<file path="config.mk">
export PLATFORM = sky130hd
export DESIGN_NAME = uart_tx_arbiter
export DESIGN_NICKNAME = d
export VERILOG_FILES = /design/src/rtl/uart_tx_arbiter.sv
export SDC_FILE = /design/constraint.sdc
export NUM_CORES = 1
export LEC_CHECK = 0
export CAP_MARGIN = 20
export CORE_UTILIZATION = 49
export DETAILED_ROUTE_END_ITERATION = 10
export PLACE_DENSITY_LB_ADDON = 0.15
export SYNTH_ARGS = -nofsm -noshare
export SYNTH_HDL_FRONTEND = slang
export SYNTH_SLANG_ARGS = --single-unit
</file>
<file path="constraint.sdc">
create_clock -name clk_i -period 3.3 [get_ports clk_i]
set_input_delay 0.66 -clock clk_i [delete_from_list [all_inputs] [get_ports clk_i]]
set_output_delay 0.66 -clock clk_i [all_outputs]
set_load 0.02 [all_outputs]
</file>
<file path="src/rtl/uart_tx_arbiter.sv">
// Round-robin arbiter that shares one UART transmitter among NUM_REQ requesters,
// with bounded bursts per grant and a watchdog on the transmitter's busy response.
module uart_tx_arbiter #(
    parameter int NUM_REQ      = 4,
    parameter int DATA_BIT_NUM = 8,
    parameter int MAX_BURST    = 4,
    parameter int BUSY_TIMEOUT = 64
) (
    input  logic                            clk_i,
    input  logic                            reset_i,
    input  logic [NUM_REQ-1:0]              req_i,
    input  logic [NUM_REQ*DATA_BIT_NUM-1:0] data_i,
    output logic [NUM_REQ-1:0]              ack_o,
    output logic [NUM_REQ-1:0]              grant_o,
    output logic [DATA_BIT_NUM-1:0]         tx_data_o,
    output logic                            tx_start_o,
    input  logic                            tx_busy_i,
    output logic                            timeout_o
);

    localparam int OWNER_W = $clog2(NUM_REQ);
    localparam int BURST_W = $clog2(MAX_BURST + 1);
    localparam int TIMER_W = (BUSY_TIMEOUT > 2) ? $clog2(BUSY_TIMEOUT) : 1;

    typedef enum logic [1:0] {
        IDLE,
        START,
        WAIT_BUSY,
        WAIT_DONE
    } state_t;

    state_t                  state;
    logic [OWNER_W-1:0]      owner;
    logic [OWNER_W-1:0]      last_owner;
    logic [BURST_W-1:0]      burst_cnt;
    logic [TIMER_W-1:0]      timer;

    logic [OWNER_W-1:0]      winner;
    logic [OWNER_W-1:0]      cand;
    logic                    found;
    logic [DATA_BIT_NUM-1:0] owner_data;
    logic [BURST_W-1:0]      burst_inc;

    // Search starts just after the previous owner, so the previous owner is tried last.
    always_comb begin
        winner = last_owner;
        cand   = last_owner;
        found  = 1'b0;
        for (int i = 1; i <= NUM_REQ; i++) begin
            cand = OWNER_W'((int'(last_owner) + i) % NUM_REQ);
            if (!found && req_i[cand]) begin
                found  = 1'b1;
                winner = cand;
            end
        end
    end

    always_comb begin
        owner_data = '0;
        for (int k = 0; k < NUM_REQ; k++) begin
            if (OWNER_W'(k) == owner) begin
                owner_data = data_i[k*DATA_BIT_NUM +: DATA_BIT_NUM];
            end
        end
    end

    assign burst_inc = (burst_cnt == BURST_W'(MAX_BURST)) ? burst_cnt : burst_cnt + 1'b1;

    always_ff @(posedge clk_i) begin
        if (reset_i) begin
            state      <= IDLE;
            grant_o    <= '0;
            ack_o      <= '0;
            tx_start_o <= 1'b0;
            timeout_o  <= 1'b0;
            tx_data_o  <= '0;
            burst_cnt  <= '0;
            timer      <= '0;
            owner      <= '0;
            last_owner <= OWNER_W'(NUM_REQ - 1);
        end else begin
            // NOTE: strobes default low every cycle; a later assignment in the case overrides.
            ack_o      <= '0;
            tx_start_o <= 1'b0;
            timeout_o  <= 1'b0;
            unique case (state)
                IDLE: begin
                    if (!tx_busy_i && found) begin
                        owner   <= winner;
                        grant_o <= NUM_REQ'(1) << winner;
                        state   <= START;
                    end
                end
                START: begin
                    if (req_i[owner]) begin
                        tx_data_o  <= owner_data;
                        tx_start_o <= 1'b1;
                        ack_o      <= grant_o;
                        timer      <= TIMER_W'(BUSY_TIMEOUT - 1);
                        state      <= WAIT_BUSY;
                    end else begin
                        // Withdrawn request: give up the grant without rotating priority.
                        grant_o   <= '0;
                        burst_cnt <= '0;
                        state     <= IDLE;
                    end
                end
                WAIT_BUSY: begin
                    if (tx_busy_i) begin
                        state <= WAIT_DONE;
                    end else if (timer == '0) begin
                        timeout_o  <= 1'b1;
                        grant_o    <= '0;
                        last_owner <= owner;
                        burst_cnt  <= '0;
                        state      <= IDLE;
                    end else begin
                        timer <= timer - 1'b1;
                    end
                end
                WAIT_DONE: begin
                    if (!tx_busy_i) begin
                        if (req_i[owner] && (burst_inc < BURST_W'(MAX_BURST))) begin
                            burst_cnt <= burst_inc;
                            state     <= START;
                        end else begin
                            grant_o    <= '0;
                            last_owner <= owner;
                            burst_cnt  <= '0;
                            state      <= IDLE;
                        end
                    end
                end
            endcase
        end
    end

endmodule

</file>
# Word-level counts from Yosys, hierarchy flattened

Cells that the tools add are included.
Widths: inputs -> output; s select.

Bitwise gates (word level): 2
$add $sub $neg: 6
Magnitude comparators: 6
Shift-type cells: 1
Equal/unequal tests: 16
Muxes and demuxes: 54
Reductions and logical operators: 24

Operators with widths:

| kind                | count |
|---|---|
| $mux 8              | 4 |
| $mux 2              | 13 |
| $mux 4              | 6 |
| $mux 3              | 6 |
| $mux 6              | 3 |
| $ne 2x2->1 const B  | 8 |
| $pmux 4 s4          | 1 |
| $lt 2x3->1 const B  | 5 |
| $reduce_and 5->1    | 3 |
| $mux 1              | 12 |
| $pmux 6 s2          | 1 |
| $bmux 1 s2          | 5 |
| $pmux 3 s3          | 1 |
| $pmux 2 s4          | 1 |
| $logic_not 6->1     | 1 |
| $sub 6x1->6 const B | 1 |
| $logic_and 1x1->1   | 5 |
| $add 2x1->2 const B | 2 |
| $add 2x2->2 const B | 2 |
| $eq 2x2->1 const A  | 2 |
| $eq 2x2->1 const B  | 2 |
| $logic_not 1->1     | 4 |
| $logic_not 2->1     | 2 |
| $pmux 2 s2          | 1 |
| 15 further kinds    | 18 |

Output and inout bits: 18
Logic and storage cells: 119
Register bits after elaboration: 33
Bits of input ports: 39

# Logic depth before layout (Yosys ltp)

Word-level depth: 16
Gate-level depth with buffers: 7
Gate-level depth less buffers: 6

# Worst setup path after synthesis

OpenSTA, ideal clock, no wires.

Path kind: input port to flip-flop
From: input tx_busy_i
To: register timer[5]
Path slack: 1,342 ps
Arrival time: 1,825 ps
Buffers on the path: 2
Setup time: 133 ps
Stages: 6
Required time: 3,167 ps
Cell sequence: buf_6 > or3b_1 > buf_2 > a2111oi_2 > xnor2_1 > a21oi_1

Cells in the longest elaborated chain, start to end: 2

RTL lines:

| what                              | line | text |
|---|---|---|
| start: declaration                | 17   | `input logic tx_busy_i,` |
| $ne 2x2->1 (no source line)       | n/a  |  |
| $reduce_and 4->1 (no source line) | n/a  |  |
| end signal: assignment            | 99   | `timer <= TIMER_W'(BUSY_TIMEOUT - 1);` |
| end signal: assignment            | 118  | `timer <= timer - 1'b1;` |
| end: declaration                  | 36   | `logic [TIMER_W-1:0] timer;` |

No other way between the ends.
A chain may end at the register's enable or synchronous reset.

# Worst setup path in the final report

Same ends and word-level chain as after synthesis.

==> flow_metrics.tcl <==
set metrics [dict create \
    hp-class "register to register" \
    irDropWorstVdd_mv 0.227 \
    cts_resized 0 \
    r2r_setup_slack_ns 1.11 \
    ys.flop_type "dfxtp_1" \
    min_from "grant_o[0]" \
    path_clk_slew_ns 0.10 \
    fin_setup_tns_ns 0 \
    max_slew_margin_pct 52.5 \
    setup_violations 0 \
    r2r-start "owner[0]" \
    clk_path_buf_depth 2 \
    max_stage_delay_ns 0.56 \
    combPwrFrac_pct 31.9 \
    cellPowerDensity_nw_per_um2 433 \
    synth_top_area_share_pct 37.5 \
    core_region_area_um2 3390 \
    synthArstFlopShare_pct 0 \
    post_cts_buffers 0 \
    final_common_cell "clkdlybuf4s50_1" \
    mostFrequentLayoutCells "clkdlybuf4s50_1, dfxtp_1, a21oi_1" \
    worst_pin_slew_ns 0.711 \
    yosysTopAreaCell "dfxtp_1" \
    grt_use_total_pct 24.1 \
    ys_seq_area_share_pct 37.5 \
    design.die.area_um2 3840 \
    postCtsHoldBufs 0 \
    min_period_ns 2.24 \
    final_area_um2 2380 \
    num_rows 21 \
    ys_types 45 \
    grt_max_degree 23 \
    max_freq_mhz 447 \
    p_int_uw 681 \
    clkPwrFrac_pct 21.0 \
    finalHoldViolations 0 \
    firstDrtPassIters 4 \
    wl_per_cell_um 14.3 \
    antenna_found_initial 0 \
    routed-via-count 1719 \
    syn_inst 192 \
    nets 285 \
    wirelength_um 4160 \
    grt_setup_unrepaired "false" \
    critical_path_peak_fanout 10 \
    dieHeight_um 62.0 \
    placed_cell_area_um2 2330 \
    synth-seq-cells 33 \
    cts_sinks 33 \
    drc 0 \
    port_buffers 56 \
    grt_overflow 0 \
    hold_path_end "ack_o[0]" \
    crit_required_ns 3.52 \
    pin_count 57 \
    p_leak_uw 0.000810 \
    maxCapViolations 0 \
    slew_violations 0 \
    die_w_um 62.0 \
    synth.cell_area_um2 1760 \
    worstPathArrival_ns 2.46 \
    crit_chain "clkdlybuf4s50_1 -> or3b_1 -> a2111oi_2 -> xnor2_1 -> a21oi_1" \
    status "completed" \
    drtIter0Drc 105 \
    crit_slowest_cell "clkdlybuf4s50_1" \
    routabilityCongestion 0.782 \
    grt_pass1_vias 1509 \
    hold_depth 2 \
    start_util_pct 52.0 \
    clock_latency_ns 0.34 \
    fin_crit_sh_pct 67.8 \
    cts_htree_levels 2 \
    cts_tree "yes" \
    crit_path_end_kind "register" \
    cts_made_buffers 5 \
    worstReg2RegEnd "timer[0]" \
    layout.cells.non_filler 290 \
    startpoint_type "primary input" \
    vias_per_cell 5.93 \
    p_sw_uw 350 \
    hpwl_um 3200 \
    drive_above_1_share_pct 9.84 \
    synth_area_leaders "dfxtp_1, mux4_2, a21oi_1" \
    synth.avg_cell_area_um2 9.18 \
    synth_nets 234 \
    worst_clock_skew_ns 0.0105 \
    root_buffer "clkbuf_4" \
    n_antenna_cell 0 \
    area_growth_pct 35.2 \
    drtAntennaViolNets 0 \
    dp_cells 282 \
    pwr-share-seq_pct 47.2 \
    grt_pass1_wl_um 6770 \
    worstSetupPathType "primary input to register" \
    yosys_warnings 0 \
    synth_edf_count 0 \
    reg2regPathDepth 4 \
    p_sw_share_pct 34.0 \
]
[critical path, delay by kind of cell]
family          cells  cell delay, ns
buf+inv             1            0.56
compound gates      2            0.53
simple gates        1            0.54
xor+xnor            1            0.17
[cell families after synthesis]
logic type | count (synthesis) | share of synthesized area, %
AOI/OAI and AO/OA | 58 | 22.4
and+or+nand+nor | 60 | 18.3
buffers and inverters | 23 | 5.61
adders and majority gates | 3 | 2.13
xor gates and xnor gates | 2 | 0.994
muxes | 13 | 13.1
DFF | 33 | 37.5
[synthesized netlist by cell type (2+ instances only)]
master / count
inv_1: 8
nand2b_1: 4
mux2i_1: 5
xnor2_1: 2
clkbuf_1: 9
o32ai_1: 4
nand3_1: 10
a21oi_1: 18
nor2_1: 14
a31oi_1: 2
nand4_1: 3
nor3_1: 2
a221oi_1: 2
buf_2: 4
or2_2: 2
dfxtp_1: 33
and3b_1: 2
nor4_1: 3
or4_1: 2
a2111oi_2: 2
a211oi_1: 4
nand2_1: 12
o21ai_0: 13
ha_1: 3
a21o_1: 2
mux4_2: 8
[cell type report]
| type | instances | area [um2] |
|---|---|---|
| fill | 259 | 1010 |
| multi-input combinational | 136 | 1000 |
| sequential | 33 | 661 |
| timing repair buffer | 58 | 576 |
| tap | 46 | 57.6 |
| clock buffer | 6 | 41.3 |
| inverter | 9 | 33.8 |
| clock inverter | 2 | 10.0 |
[layer usage]
metal	GRT usage, %	routed length [um]
met1	32.2	1790
met2	38.3	2050
met3	7.04	275
met4	6.35	43
met5	0	0
[power by group through the flow]
stage / Sequential [uW] / Combinational [uW] / Clock [uW]
final: 486 / 329 / 216
after global routing: 494 / 362 / 242
after CTS: 486 / 328 / 221
after detailed placement: 495 / 327 / 0
after global placement: 492 / 317 / 0
after floorplan: 483 / 222 / 0
[metrics by stage]
stage	worst slack (ns)	hold WS, ns	util [%]	total power [uW]
after floorplan	1.34	0.465	-	705
after detailed placement	0.728	0.454	68.7	821
after global routing	0.821	0.493	70.2	1100
after global placement	0.804	0.459	68.7	809
final	1.06	0.477	70.2	1030
after CTS	1.07	0.479	70.2	1040
[registers in the layout (all words and copies together), names as in the netlist]
name        flops
last_owner      2
owner           2
timer           6
tx_start_o      1
tx_data_o       8
grant_o         4
burst_cnt       3
state           2
timeout_o       1
ack_o           4
[worst max path at each step]
stage	end	slack, ns	startpoint
global placement	timer[5]	0.80	tx_busy_i
floorplan	timer[5]	1.34	tx_busy_i
finish	timer[5]	1.06	tx_busy_i
detailed placement	timer[5]	0.73	tx_busy_i
global route	timer[0]	0.82	owner[0]
CTS	timer[0]	1.07	owner[0]
Note: power is estimated with default switching activity, not from simulation.
